===== src/rtl/pic_bus_buffer_sync.sv =====
// rtl/pic_bus_buffer_sync.sv - CPU/internal data-bus buffer with write FIFO and drive turnaround
// All outputs come straight from flops; strobes are acted on as sampled at the rising edge.
module pic_bus_buffer_sync #(
    parameter int DATA_W      = 8,
    parameter int WFIFO_DEPTH = 4,
    parameter int TURNAROUND  = 1
) (
    input  logic                         clk,
    input  logic                         reset,
    input  logic                         rd_n,
    input  logic                         wr_n,
    input  logic [DATA_W-1:0]            data_in,
    output logic [DATA_W-1:0]            data_out,
    output logic                         data_oe,
    input  logic                         cas_drive,
    input  logic [DATA_W-1:0]            cas_data,
    input  logic [DATA_W-1:0]            int_rdata,
    output logic [DATA_W-1:0]            int_wdata,
    output logic                         int_wvalid,
    input  logic                         int_wready,
    output logic [$clog2(WFIFO_DEPTH):0] wcount,
    output logic                         ovf,
    input  logic                         ovf_clr,
    output logic                         bus_err
);

    localparam int AW = $clog2(WFIFO_DEPTH);
    localparam logic [2:0] S_IDLE  = 3'd0;
    localparam logic [2:0] S_READ  = 3'd1;
    localparam logic [2:0] S_WRITE = 3'd2;
    localparam logic [2:0] S_CAS   = 3'd3;
    localparam logic [2:0] S_TURN  = 3'd4;
    localparam logic [3:0] TURN_LOAD = (TURNAROUND > 0) ? 4'(TURNAROUND - 1) : 4'd0;
    localparam logic [AW:0] FULL_CNT = WFIFO_DEPTH[AW:0];

    logic [2:0]        state_q, state_d;
    logic [DATA_W-1:0] data_out_q, data_out_d;
    logic              data_oe_q, data_oe_d;
    logic [DATA_W-1:0] wlatch_q, wlatch_d;
    logic [3:0]        turn_cnt_q, turn_cnt_d;
    logic              bus_err_q, bus_err_d;
    logic [DATA_W-1:0] mem_q [WFIFO_DEPTH];
    logic [DATA_W-1:0] mem_d [WFIFO_DEPTH];
    logic [AW:0]       wr_ptr_q, wr_ptr_d;
    logic [AW:0]       rd_ptr_q, rd_ptr_d;
    logic [AW:0]       wcount_q, wcount_d;
    logic              int_wvalid_q, int_wvalid_d;
    logic [DATA_W-1:0] int_wdata_q, int_wdata_d;
    logic              ovf_q, ovf_d;
    logic              push, pop, push_ok, full, drive_end;

    always_comb begin
        state_d    = state_q;
        data_out_d = data_out_q;
        data_oe_d  = data_oe_q;
        wlatch_d   = wlatch_q;
        turn_cnt_d = turn_cnt_q;
        bus_err_d  = 1'b0;
        push       = 1'b0;
        drive_end  = 1'b0;
        case (state_q)
            S_IDLE: begin
                if (cas_drive) begin
                    state_d    = S_CAS;
                    data_out_d = cas_data;
                    data_oe_d  = 1'b1;
                end else if (!rd_n && wr_n) begin
                    state_d    = S_READ;
                    data_out_d = int_rdata;
                    data_oe_d  = 1'b1;
                end else if (!wr_n && rd_n) begin
                    state_d  = S_WRITE;
                    wlatch_d = data_in;
                end else if (!rd_n && !wr_n) begin
                    bus_err_d = 1'b1;
                end
            end
            S_READ:  drive_end = rd_n;
            S_CAS:   drive_end = !cas_drive;
            S_WRITE: begin
                if (wr_n) begin
                    push    = 1'b1;
                    state_d = S_IDLE;
                end else begin
                    wlatch_d = data_in;
                end
            end
            S_TURN: begin
                if (turn_cnt_q == 4'd0) begin
                    state_d = S_IDLE;
                end else begin
                    turn_cnt_d = turn_cnt_q - 4'd1;
                end
            end
            default: begin
                state_d   = S_IDLE;
                data_oe_d = 1'b0;
            end
        endcase
        // Releasing the bus always passes through the turnaround gap unless it is zero length.
        if (drive_end) begin
            data_oe_d = 1'b0;
            if (TURNAROUND == 0) begin
                state_d = S_IDLE;
            end else begin
                state_d    = S_TURN;
                turn_cnt_d = TURN_LOAD;
            end
        end
    end

    always_comb begin
        full    = (wcount_q == FULL_CNT);
        pop     = int_wvalid_q && int_wready;
        push_ok = push && (!full || pop);
        ovf_d   = (push && full && !pop) || (ovf_q && !ovf_clr);
        wr_ptr_d = wr_ptr_q + {{AW{1'b0}}, push_ok};
        rd_ptr_d = rd_ptr_q + {{AW{1'b0}}, pop};
        mem_d    = mem_q;
        if (push_ok) begin
            mem_d[wr_ptr_q[AW-1:0]] = wlatch_q;
        end
        wcount_d     = wr_ptr_d - rd_ptr_d;
        int_wvalid_d = (wcount_d != '0);
        // Show-ahead head is taken from the post-write array so a push into an empty FIFO is seen at once.
        int_wdata_d  = int_wvalid_d ? mem_d[rd_ptr_d[AW-1:0]] : int_wdata_q;
    end

    always_ff @(posedge clk or posedge reset) begin
        if (reset) begin
            state_q      <= S_IDLE;
            data_out_q   <= '0;
            data_oe_q    <= 1'b0;
            wlatch_q     <= '0;
            turn_cnt_q   <= 4'd0;
            bus_err_q    <= 1'b0;
            mem_q        <= '{default: '0};
            wr_ptr_q     <= '0;
            rd_ptr_q     <= '0;
            wcount_q     <= '0;
            int_wvalid_q <= 1'b0;
            int_wdata_q  <= '0;
            ovf_q        <= 1'b0;
        end else begin
            state_q      <= state_d;
            data_out_q   <= data_out_d;
            data_oe_q    <= data_oe_d;
            wlatch_q     <= wlatch_d;
            turn_cnt_q   <= turn_cnt_d;
            bus_err_q    <= bus_err_d;
            mem_q        <= mem_d;
            wr_ptr_q     <= wr_ptr_d;
            rd_ptr_q     <= rd_ptr_d;
            wcount_q     <= wcount_d;
            int_wvalid_q <= int_wvalid_d;
            int_wdata_q  <= int_wdata_d;
            ovf_q        <= ovf_d;
        end
    end

    assign data_out   = data_out_q;
    assign data_oe    = data_oe_q;
    assign int_wdata  = int_wdata_q;
    assign int_wvalid = int_wvalid_q;
    assign wcount     = wcount_q;
    assign ovf        = ovf_q;
    assign bus_err    = bus_err_q;

endmodule

===== config.mk =====
export PLATFORM = sky130hd
export DESIGN_NAME = pic_bus_buffer_sync
export DESIGN_NICKNAME = d
export VERILOG_FILES = /design/src/rtl/pic_bus_buffer_sync.sv
export SDC_FILE = /design/constraint.sdc
export NUM_CORES = 1
export LEC_CHECK = 0
export ABC_AREA = 1
export CAP_MARGIN = 20
export CELL_PAD_IN_SITES_DETAIL_PLACEMENT = 0
export CELL_PAD_IN_SITES_GLOBAL_PLACEMENT = 1
export CORE_ASPECT_RATIO = 0.9
export CORE_UTILIZATION = 44
export DETAILED_ROUTE_END_ITERATION = 10
export PLACE_DENSITY = 0.95
export SLEW_MARGIN = 20
export SYNTH_ARGS = -nofsm -noshare
export SYNTH_HDL_FRONTEND = slang
export SYNTH_SLANG_ARGS = --single-unit

===== constraint.sdc =====
create_clock -name clk -period 4.4 [get_ports clk]
set_input_delay 0.66 -clock clk [delete_from_list [all_inputs] [get_ports clk]]
set_output_delay 0.66 -clock clk [all_outputs]
set_load 0.1 [all_outputs]

* Yosys cells after proc, flatten, opt, wreduce, memory -nomap -nowiden
Cells that the tools add are included.
Storage, ports and cells: register bits after elaboration 76, input bits 31, output and inout port bits 23, logic and storage cells 107
Cells by class: add/subtract/negate cells 4, order comparisons 3, eq/ne operators 16, muxes and demuxes 36, bitwise gates (word level) 2, reduce and logical (&&, ||, !) cells 30
Operators by type and width (count):
- $mux 8 | 9
- $bwmux 32 | 1
- $mux 32 | 1
- $mux 3 | 6
- $bmux 8 s2 | 1
- $demux 8 s2 | 1
- $pmux 8 s2 | 1
- $mux 4 | 3
- $pmux 3 s4 | 1
- $mux 1 | 10
- $ne 2x2->1 const B | 5
- $logic_and 1x1->1 | 9
- $add 3x1->3 | 2
- $eq 3x2->1 const B | 2
- $eq 3x3->1 const B | 2
- $ge 3x3->1 const B | 2
- $logic_not 1->1 | 6
- $ne 3x3->1 const B | 2
- $not 2->3 | 2
- $reduce_and 2->1 | 3
- $reduce_bool 2->1 | 3
- $ne 5x5->1 const B | 1
- $reduce_and 5->1 | 1
- $logic_not 4->1 | 1
- 13 further kinds | 16

* Longest topological paths before layout
Gate-level depths: netlist of the first run.
depth after elaboration 10, mapped depth 17, mapped depth without buffers 15

* Worst setup path after synthesis of the first run
No wires, ideal clock.
path type reg-to-reg, from register wcount_q[2] (netlist: wcount[2]), to register int_wdata_q[0] (netlist: int_wdata[0]), library setup time 0.121 ns, arrival 3.338 ns, data required time 4.279 ns, slack 0.941 ns, stages on the path, launching flop included 14, period minus slack after synthesis 3.459 ns, cell sequence dfrtp_1 nand3_1 nand2_4 buf_6 inv_1 ha_1 inv_1 ha_1 inv_1 fa_1 nor2_1 nand3_4 nand2_1 nand2_1
On the way: elaborated cells between the ends (all ways) 11, classes of those cells add/sub: 2; eq/ne: 1; mux: 4; reduce/logical: 4
RTL lines:
- start: declaration | line 46 | logic [AW:0] wcount_q, wcount_d;
- start signal: assignment | line 154 | wcount_q <= wcount_d;
- $eq 3x3->1 | line 113 | full = (wcount_q == FULL_CNT);
- $logic_not 1->1 | line 115 | push_ok = push && (!full || pop);
- $logic_or 1x1->1 | line 115
- $logic_and 1x1->1 | line 115
- $add 3x1->3 | line 117 | wr_ptr_d = wr_ptr_q + {{AW{1'b0}}, push_ok};
- via wr_ptr_d[0] | line 44 | logic [AW:0] wr_ptr_q, wr_ptr_d;
- $sub 3x3->3 | line 123 | wcount_d = wr_ptr_d - rd_ptr_d;
- via wcount_d[1] | line 46
- $reduce_bool 3->1 | line 124 | int_wvalid_d = (wcount_d != '0);
- via int_wvalid_d | line 47 | logic int_wvalid_q, int_wvalid_d;
- end signal: assignment | line 156 | int_wdata_q <= int_wdata_d;
- end: declaration | line 48 | logic [DATA_W-1:0] int_wdata_q, int_wdata_d;
The timed path passes the listed nets, and every way through them passes these cells. The select of a mux whose other input is x is not followed. A chain may end at the register's enable or synchronous reset.

* Worst setup path in the final report of the first run
from input int_wready, to register int_wdata_q[1] (netlist: int_wdata[1])
On the way: elaborated cells between the ends (all ways) 12, classes of those cells add/sub: 3; mux: 4; bitwise: 1; reduce/logical: 4
RTL lines:
- start: declaration | line 20 | input logic int_wready,
- $logic_and 1x1->1 | line 114 | pop = int_wvalid_q && int_wready;
- $add 3x1->3 | line 118 | rd_ptr_d = rd_ptr_q + {{AW{1'b0}}, pop};
- via rd_ptr_d[1] | line 45 | logic [AW:0] rd_ptr_q, rd_ptr_d;
- $sub 3x3->3 | line 123
- via wcount_d[1] | line 46
- $reduce_bool 3->1 | line 124
- via int_wvalid_d | line 47
The timed path passes the listed nets, and every way through them passes these cells. The select of a mux whose other input is x is not followed.

==> run summary, run 1 <==
CTS root buffer - clkbuf_8
Total I/O pin count - 54
First-pass GRT wire length - 17800 um
Most frequent cells in the layout - nand2_1, nand3_1, dfrtp_1
Vias in the first global route - 3616
Worst EP arrival - 3.69 ns
Hold_buf cts - 0
Setup crit start kind - input pin
Mapped Nets - 569
# setup viols final - 0
Max-Cap Viols - 0
Via count - 3774
Clk_skew - 0.00702 ns
Syn. warnings - 0
Share of layout cells above drive strength 1 - 6.55%
Hold_ws - 0.488 ns
Slew margin rel. - 34.3%
DR pass1 iterations - 5
# nets final - 617
Diodes inserted - 0
# rows - 32
Register area share after synthesis - 46.7%
Outcome - finished, final reports clean
CTS resizes - 0
GRT Util Overall - 24.3%
Post-CTS setup buffer count - 0
Number of port buffers - 53
CTS Buf Count - 9
TritonCTS clock tree - built
Fin crit share - 78.3%
ANT nets after route - 0
Starting Density - 46.5%
Fin. Hold Viols - 0
Fin Setup TNS - 0 ns
Crit Path Max Fanout - 10
RSZ-0062 raised after global routing - false
Vias per inst - 5.40
Detailed Place HPWL - 7380 um
Die Y - 93.3 um
Max-slew violation count - 0
Routability Congestion - 0.822
Layout overhead on the synthesized area - 21.0%
Register bit total from synthesis - 76
Most common cell after layout, fill and taps aside - nand2_1
Full die area - 0.00965 mm^2
Worst Setup Path Type - input pin to register
Clk_lat worst skew - 0.35 ns
Routed WL - 10700 um
Crit end category - register
Antenna violations before repair - 0
H-tree lvl count - 3
Synth Cell Area - 0.00407 mm^2
Global route overflow - 0
Die X - 103 um
DR WL/cell - 15.3 um
Fmax - 0.290 GHz
Inst Count DP - 682
Class of the worst hold path - register to register
Synthesized area per cell - 7.73 um^2
Fillcell total - 811
DRC - 0
Post-synthesis cell count - 527
Longest Clk Path Bufs - 2
Post-route insts no fill - 699
Largest net degree at the start of global routing - 77
Area of the core - 0.00877 mm^2
Worst-path clk slew - 0.08 ns
CP required - 4.64 ns
Initial DRC count - 274
Final worst path period need - 3.45 ns
# clock sinks - 76
Netlist cell types - 30
Worst Max-Slew Pin Slew - 0.983 ns
[worst paths after layout]
kind | cells past startpoint | start | end | slack, ns
max reg2reg | 10 | int_wvalid | int_wdata[1] | 1.25
min in group asynchronous | 3 | reset | wlatch_q[7] | 0.65
min | 2 | data_out[1] | data_out[1] | 0.49
max | 11 | int_wready | int_wdata[1] | 0.95
min reg2reg | 2 | data_out[1] | data_out[1] | 0.49
max in group asynchronous | 4 | reset | wcount[0] | 3.17
[kinds of logic after synthesis]
group                      count (synthesis)  share of synthesized area (%)
DFF                                       76                           46.7
buffers and inverters                     56                           6.54
and+or+nand+nor                          352                           37.5
xor gates and xnor gates                   3                          0.645
adders and majority gates                 11                           3.56
AOI/OAI and AO/OA                         29                           5.10
[sequential cells by signal, indices dropped and copies added, names as in the netlist, 3 cells and up]
signal / flops
mem_q: 32
wr_ptr_q: 3
state_q: 3
turn_cnt_q: 4
int_wdata: 8
wlatch_q: 8
data_out: 8
wcount: 3
rd_ptr_q: 3
[synth_stat cells (all sizes together)]
library cell,instances,area [um^2]
nand2,202,771
nand3,110,563
dfrtp,76,1900
inv,31,116
nor2,30,131
buf,18,124
o21ai,15,105
ha,10,125
nand4,8,50.1
o31ai,8,60.1
clkbuf,4,15.0
a21oi,3,15.0
clkinv,3,11.3
o22ai,2,12.5
xor2,2,17.5
fa,1,20.0
nor3,1,5.00
o2111ai,1,15.0
or2,1,6.26
xnor2,1,8.76
[worst max-delay path, stage by stage]
cell and delay, ns:
clkdlybuf4s50_1 0.40, nand2_1 0.08, inv_1 0.05, ha_1 0.17, ha_1 0.48, clkinv_1 0.34, fa_1 0.58, nor2_1 0.55
nand3_4 0.20, nand2_1 0.12, nand2_1 0.06
[layer usage]
metal  routed length (um)  vias to the layer above  GRT usage (%)  part of all wire [%]
met1                 4890                     1802           34.9                    46
li1                     -                     1816              -                     -
met4                  229                        0           8.69                   2.1
met5                    0                        -              0                     0
met2                 4990                      136           36.3                    47
met3                  615                       20           4.63                   5.7
[final cells by class]
cell class                      instances  area (um^2)  share of cell area, %
Timing Repair Buffer                   59          596                   12.1
Inverter                               34          128                   2.59
Tap cell                              119          149                   3.02
Clock inverter                          4         95.1                   1.93
Sequential cell                        76         1900                   38.6
Multi-Input combinational cell        395         1910                   38.7
Clock buffer                           12          155                   3.15
[per-stage QoR]
step                instance area [um^2]  util [%]  worst slack [ns]
global route                        4930      56.2             0.775
global placement                    4650      53.1             0.760
CTS                                 4900      55.9             0.979
floorplan                           4070         -             0.941
detailed placement                  4650      53.1             0.579
finish                              4930      56.2             0.954
Power of run 1 is not shown: default switching activity piles up to over one toggle a cycle in this logic, so the estimate is an artifact.
==> inputs of run 2 (changes only) <==
--- a/config.mk
+++ b/config.mk
@@ -10,9 +10,9 @@
 export CELL_PAD_IN_SITES_DETAIL_PLACEMENT = 0
 export CELL_PAD_IN_SITES_GLOBAL_PLACEMENT = 1
 export CORE_ASPECT_RATIO = 0.9
-export CORE_UTILIZATION = 44
+export CORE_UTILIZATION = 37
 export DETAILED_ROUTE_END_ITERATION = 10
-export PLACE_DENSITY = 0.95
+export PLACE_DENSITY = 0.88
 export SLEW_MARGIN = 20
 export SYNTH_ARGS = -nofsm -noshare
 export SYNTH_HDL_FRONTEND = slang
==> constraint.sdc (replaced) <==
create_clock -name clk -period 3 [get_ports clk]
set_input_delay 0.45 -clock clk [delete_from_list [all_inputs] [get_ports clk]]
set_output_delay 0.45 -clock clk [all_outputs]
set_load 0.1 [all_outputs]
==> run 2 against run 1 <==
Flip-flop and latch count unchanged; routed wire length up 0.61%; critical path depth up 4; clock skew down 0.00092 ns; global-route usage is 3.8 points lower; clock-buffer cell count is 2 higher; hold slack worse by 0.015 ns; cell count grew 3.6%; worst setup slack worse by 0.67 ns; utilization shrank 7.6 points; largest cell class unchanged.
==> run summary, run 2 (synthesis results as in run 1) <==
Crit Path Max Fanout - 5 (was 10)
# clock sinks - 76 (unchanged)
Design area - 0.00509 mm^2 (was 0.00493 mm^2)
Antenna violations before repair - 0 (unchanged)
Max-slew violation count - 0 (unchanged)
CP Buf/Inv Count - 4 (was 3)
CP required - 3.22 ns (was 4.64 ns)
Worst-path clk slew - 0.06 ns (was 0.08 ns)
H-tree lvl count - 3 (unchanged)
Post-route setup slack - 0.283 ns (was 0.954 ns)
Class of the worst hold path - register to register (unchanged)
# setup viols final - 0 (unchanged)
# rows - 35 (was 32)
Initial DRC count - 266 (was 274)
Post-DP Area - 0.00477 mm^2 (was 0.00465 mm^2)
Global route overflow - 0 (unchanged)
Layout overhead on the synthesized area - 24.9% (was 21.0%)
Max reg flops - 32 (unchanged)
Routability Congestion - 0.810 (was 0.822)
ANT nets after route - 0 (unchanged)
Setup crit start kind - register (was input pin)
Routed WL - 10800 um (was 10700 um)
Worst Max-Slew Pin Slew - 0.580 ns (was 0.983 ns)
Starting Density - 38.9% (was 46.5%)
Crit end category - register (unchanged)
Slew margin rel. - 61.2% (was 34.3%)
Dpl ws - -0.0544 ns (was 0.579 ns)
CTS resizes - 0 (unchanged)
Diodes inserted - 0 (unchanged)
Detailed Place HPWL - 7380 um (about the same)
Fmax - 0.368 GHz
DR pass1 iterations - 5 (unchanged)
Vias per inst - 5.21 (was 5.40)
Total I/O pin count - 54 (unchanged)
Crit-path max cell delay - 0.42 ns (was 0.58 ns)
Fillcell total - 978 (was 811)
Outcome - finished, final reports clean (unchanged)
# nets final - 633 (was 617)
Busiest layer in global routing - met2 (unchanged)
Largest Register - mem_q (unchanged)
Hold_buf cts - 0 (unchanged)
Largest net degree at the start of global routing - 54 (was 77)
Most common cell after layout, fill and taps aside - nand2_1 (unchanged)
Full die area - 0.0114 mm^2 (was 0.00965 mm^2)
GRT Util Overall - 20.5% (was 24.3%)
Die Y - 102 um (was 93.3 um)
Crit-path cells - nor2_2 > nand2_2 > nor2_8 > nand2_4 > inv_1 > ha_1 > inv_1 > ha_1 > inv_1 > fa_1 > xor2_1 > or2_1 > buf_4 > nand4_1 > nand2_1 (was clkdlybuf4s50_1 > nand2_1 > inv_1 > ha_1 > ha_1 > clkinv_1 > fa_1 > nor2_1 > nand3_4 > nand2_1 > nand2_1)
First-pass GRT wire length - 18200 um (was 17800 um)
CTS Buf Count - 9 (unchanged)
CP delay by family, top - simple AND/OR/NAND/NOR gates (was adder cells)
CTS root buffer - clkbuf_16 (was clkbuf_8)
Clk_lat worst skew - 0.34 ns (was 0.35 ns)
Met3 Use GR - 3.23% (was 4.63%)
Die X - 113 um (was 103 um)
Share of layout cells above drive strength 1 - 13.9% (was 6.55%)
Post-CTS setup buffer count - 0 (unchanged)
Met2 Use GR - 34.2% (was 36.3%)
Critical path's slowest cell - dfrtp_1 (was fa_1)
Area of the core - 0.0105 mm^2 (was 0.00877 mm^2)
Most frequent cells in the layout - nand2_1, nand3_1, dfrtp_1 (unchanged)
Crit path top cell by count - inv_1 (was nand2_1)
Longest Clk Path Bufs - 2 (unchanged)
DR WL/cell - 14.9 um (was 15.3 um)
Fin crit share - 90.6%
Fin. Hold Viols - 0 (unchanged)
Via count - 3770 (was 3774)
Final worst path period need - 2.72 ns
Worst Setup Path Type - register to register (was input pin to register)
DRC - 0 (unchanged)
Met1 usage - 26.8% (was 34.9%)
RSZ-0062 raised after global routing - false (unchanged)
Max-Cap Viols - 0 (unchanged)
Clk_skew - 0.00610 ns (was 0.00702 ns)
Vias in the first global route - 3686 (was 3616)
Number of port buffers - 53 (unchanged)
Worst EP arrival - 2.94 ns (was 3.69 ns)
TritonCTS clock tree - built (unchanged)
[run 2: cell count changes in the layout (fill, tap and decap cells not counted), sizes merged]
cell / delta
clkdlybuf4s50: -23
bufinv: -2
buf: +39
clkinv: -1
clkbuf: +2
[run 2: area by class of cell]
type                            count  area [um^2]  share of cell area, %
Clock buffer                       14          284                   5.58
Timing Repair Buffer               75          663                   13.0
Multi-Input combinational cell    395         1910                   37.6
Clock inverter                      1         30.0                  0.590
Inverter                           34          129                   2.53
Sequential cell                    76         1910                   37.5
Tap cell                          129          161                   3.17
[run 2: metal layers]
metal | part of all wire [%] | wire [um]
met1 | 44 | 4740
met2 | 49 | 5310
met3 | 5.1 | 548
met4 | 1.8 | 191
met5 | 0 | 0
[run 2: worst register-to-register path: cells and delay by family, from the launching register on]
| kind | cells | cell delay, ns |
|---|---|---|
| XOR/XNOR | 1 | 0.18 |
| adder cells (fa/ha/maj) | 3 | 0.74 |
| buffers and inverters | 4 | 0.34 |
| flip-flops | 1 | 0.42 |
| AND/OR/NAND/NOR | 7 | 0.93 |
[run 2: metrics by stage]
| stage | TNS, ns | instances | hold slack, ns | util [%] |
|---|---|---|---|---|
| 2_1_floorplan | 0 | 527 | 0.445 | - |
| 3_3_place_gp | 0 | 709 | 0.459 | 45.6 |
| 3_5_place_dp | -0.289 | 709 | 0.464 | 45.6 |
| 4_1_cts | 0 | 724 | 0.476 | 48.6 |
| 5_1_grt | 0 | 724 | 0.506 | 48.6 |
| 6_report | 0 | 724 | 0.472 | 48.6 |
[run 2: worst paths after layout]
check / from / endpoint / slack, ns / cells after the start
hold reg to reg: wr_ptr_q[2] / wr_ptr_q[2] / 0.47 / 1
max in group asynchronous: reset / wcount[2] / 1.83 / 3
min in group asynchronous: reset / wlatch_q[3] / 0.48 / 2
setup / recovery: state_q[0] / int_wdata[5] / 0.28 / 15
setup reg to reg: state_q[0] / int_wdata[5] / 0.28 / 15
hold / removal: wr_ptr_q[2] / wr_ptr_q[2] / 0.47 / 1
Power of run 2 is left out for the same reason.
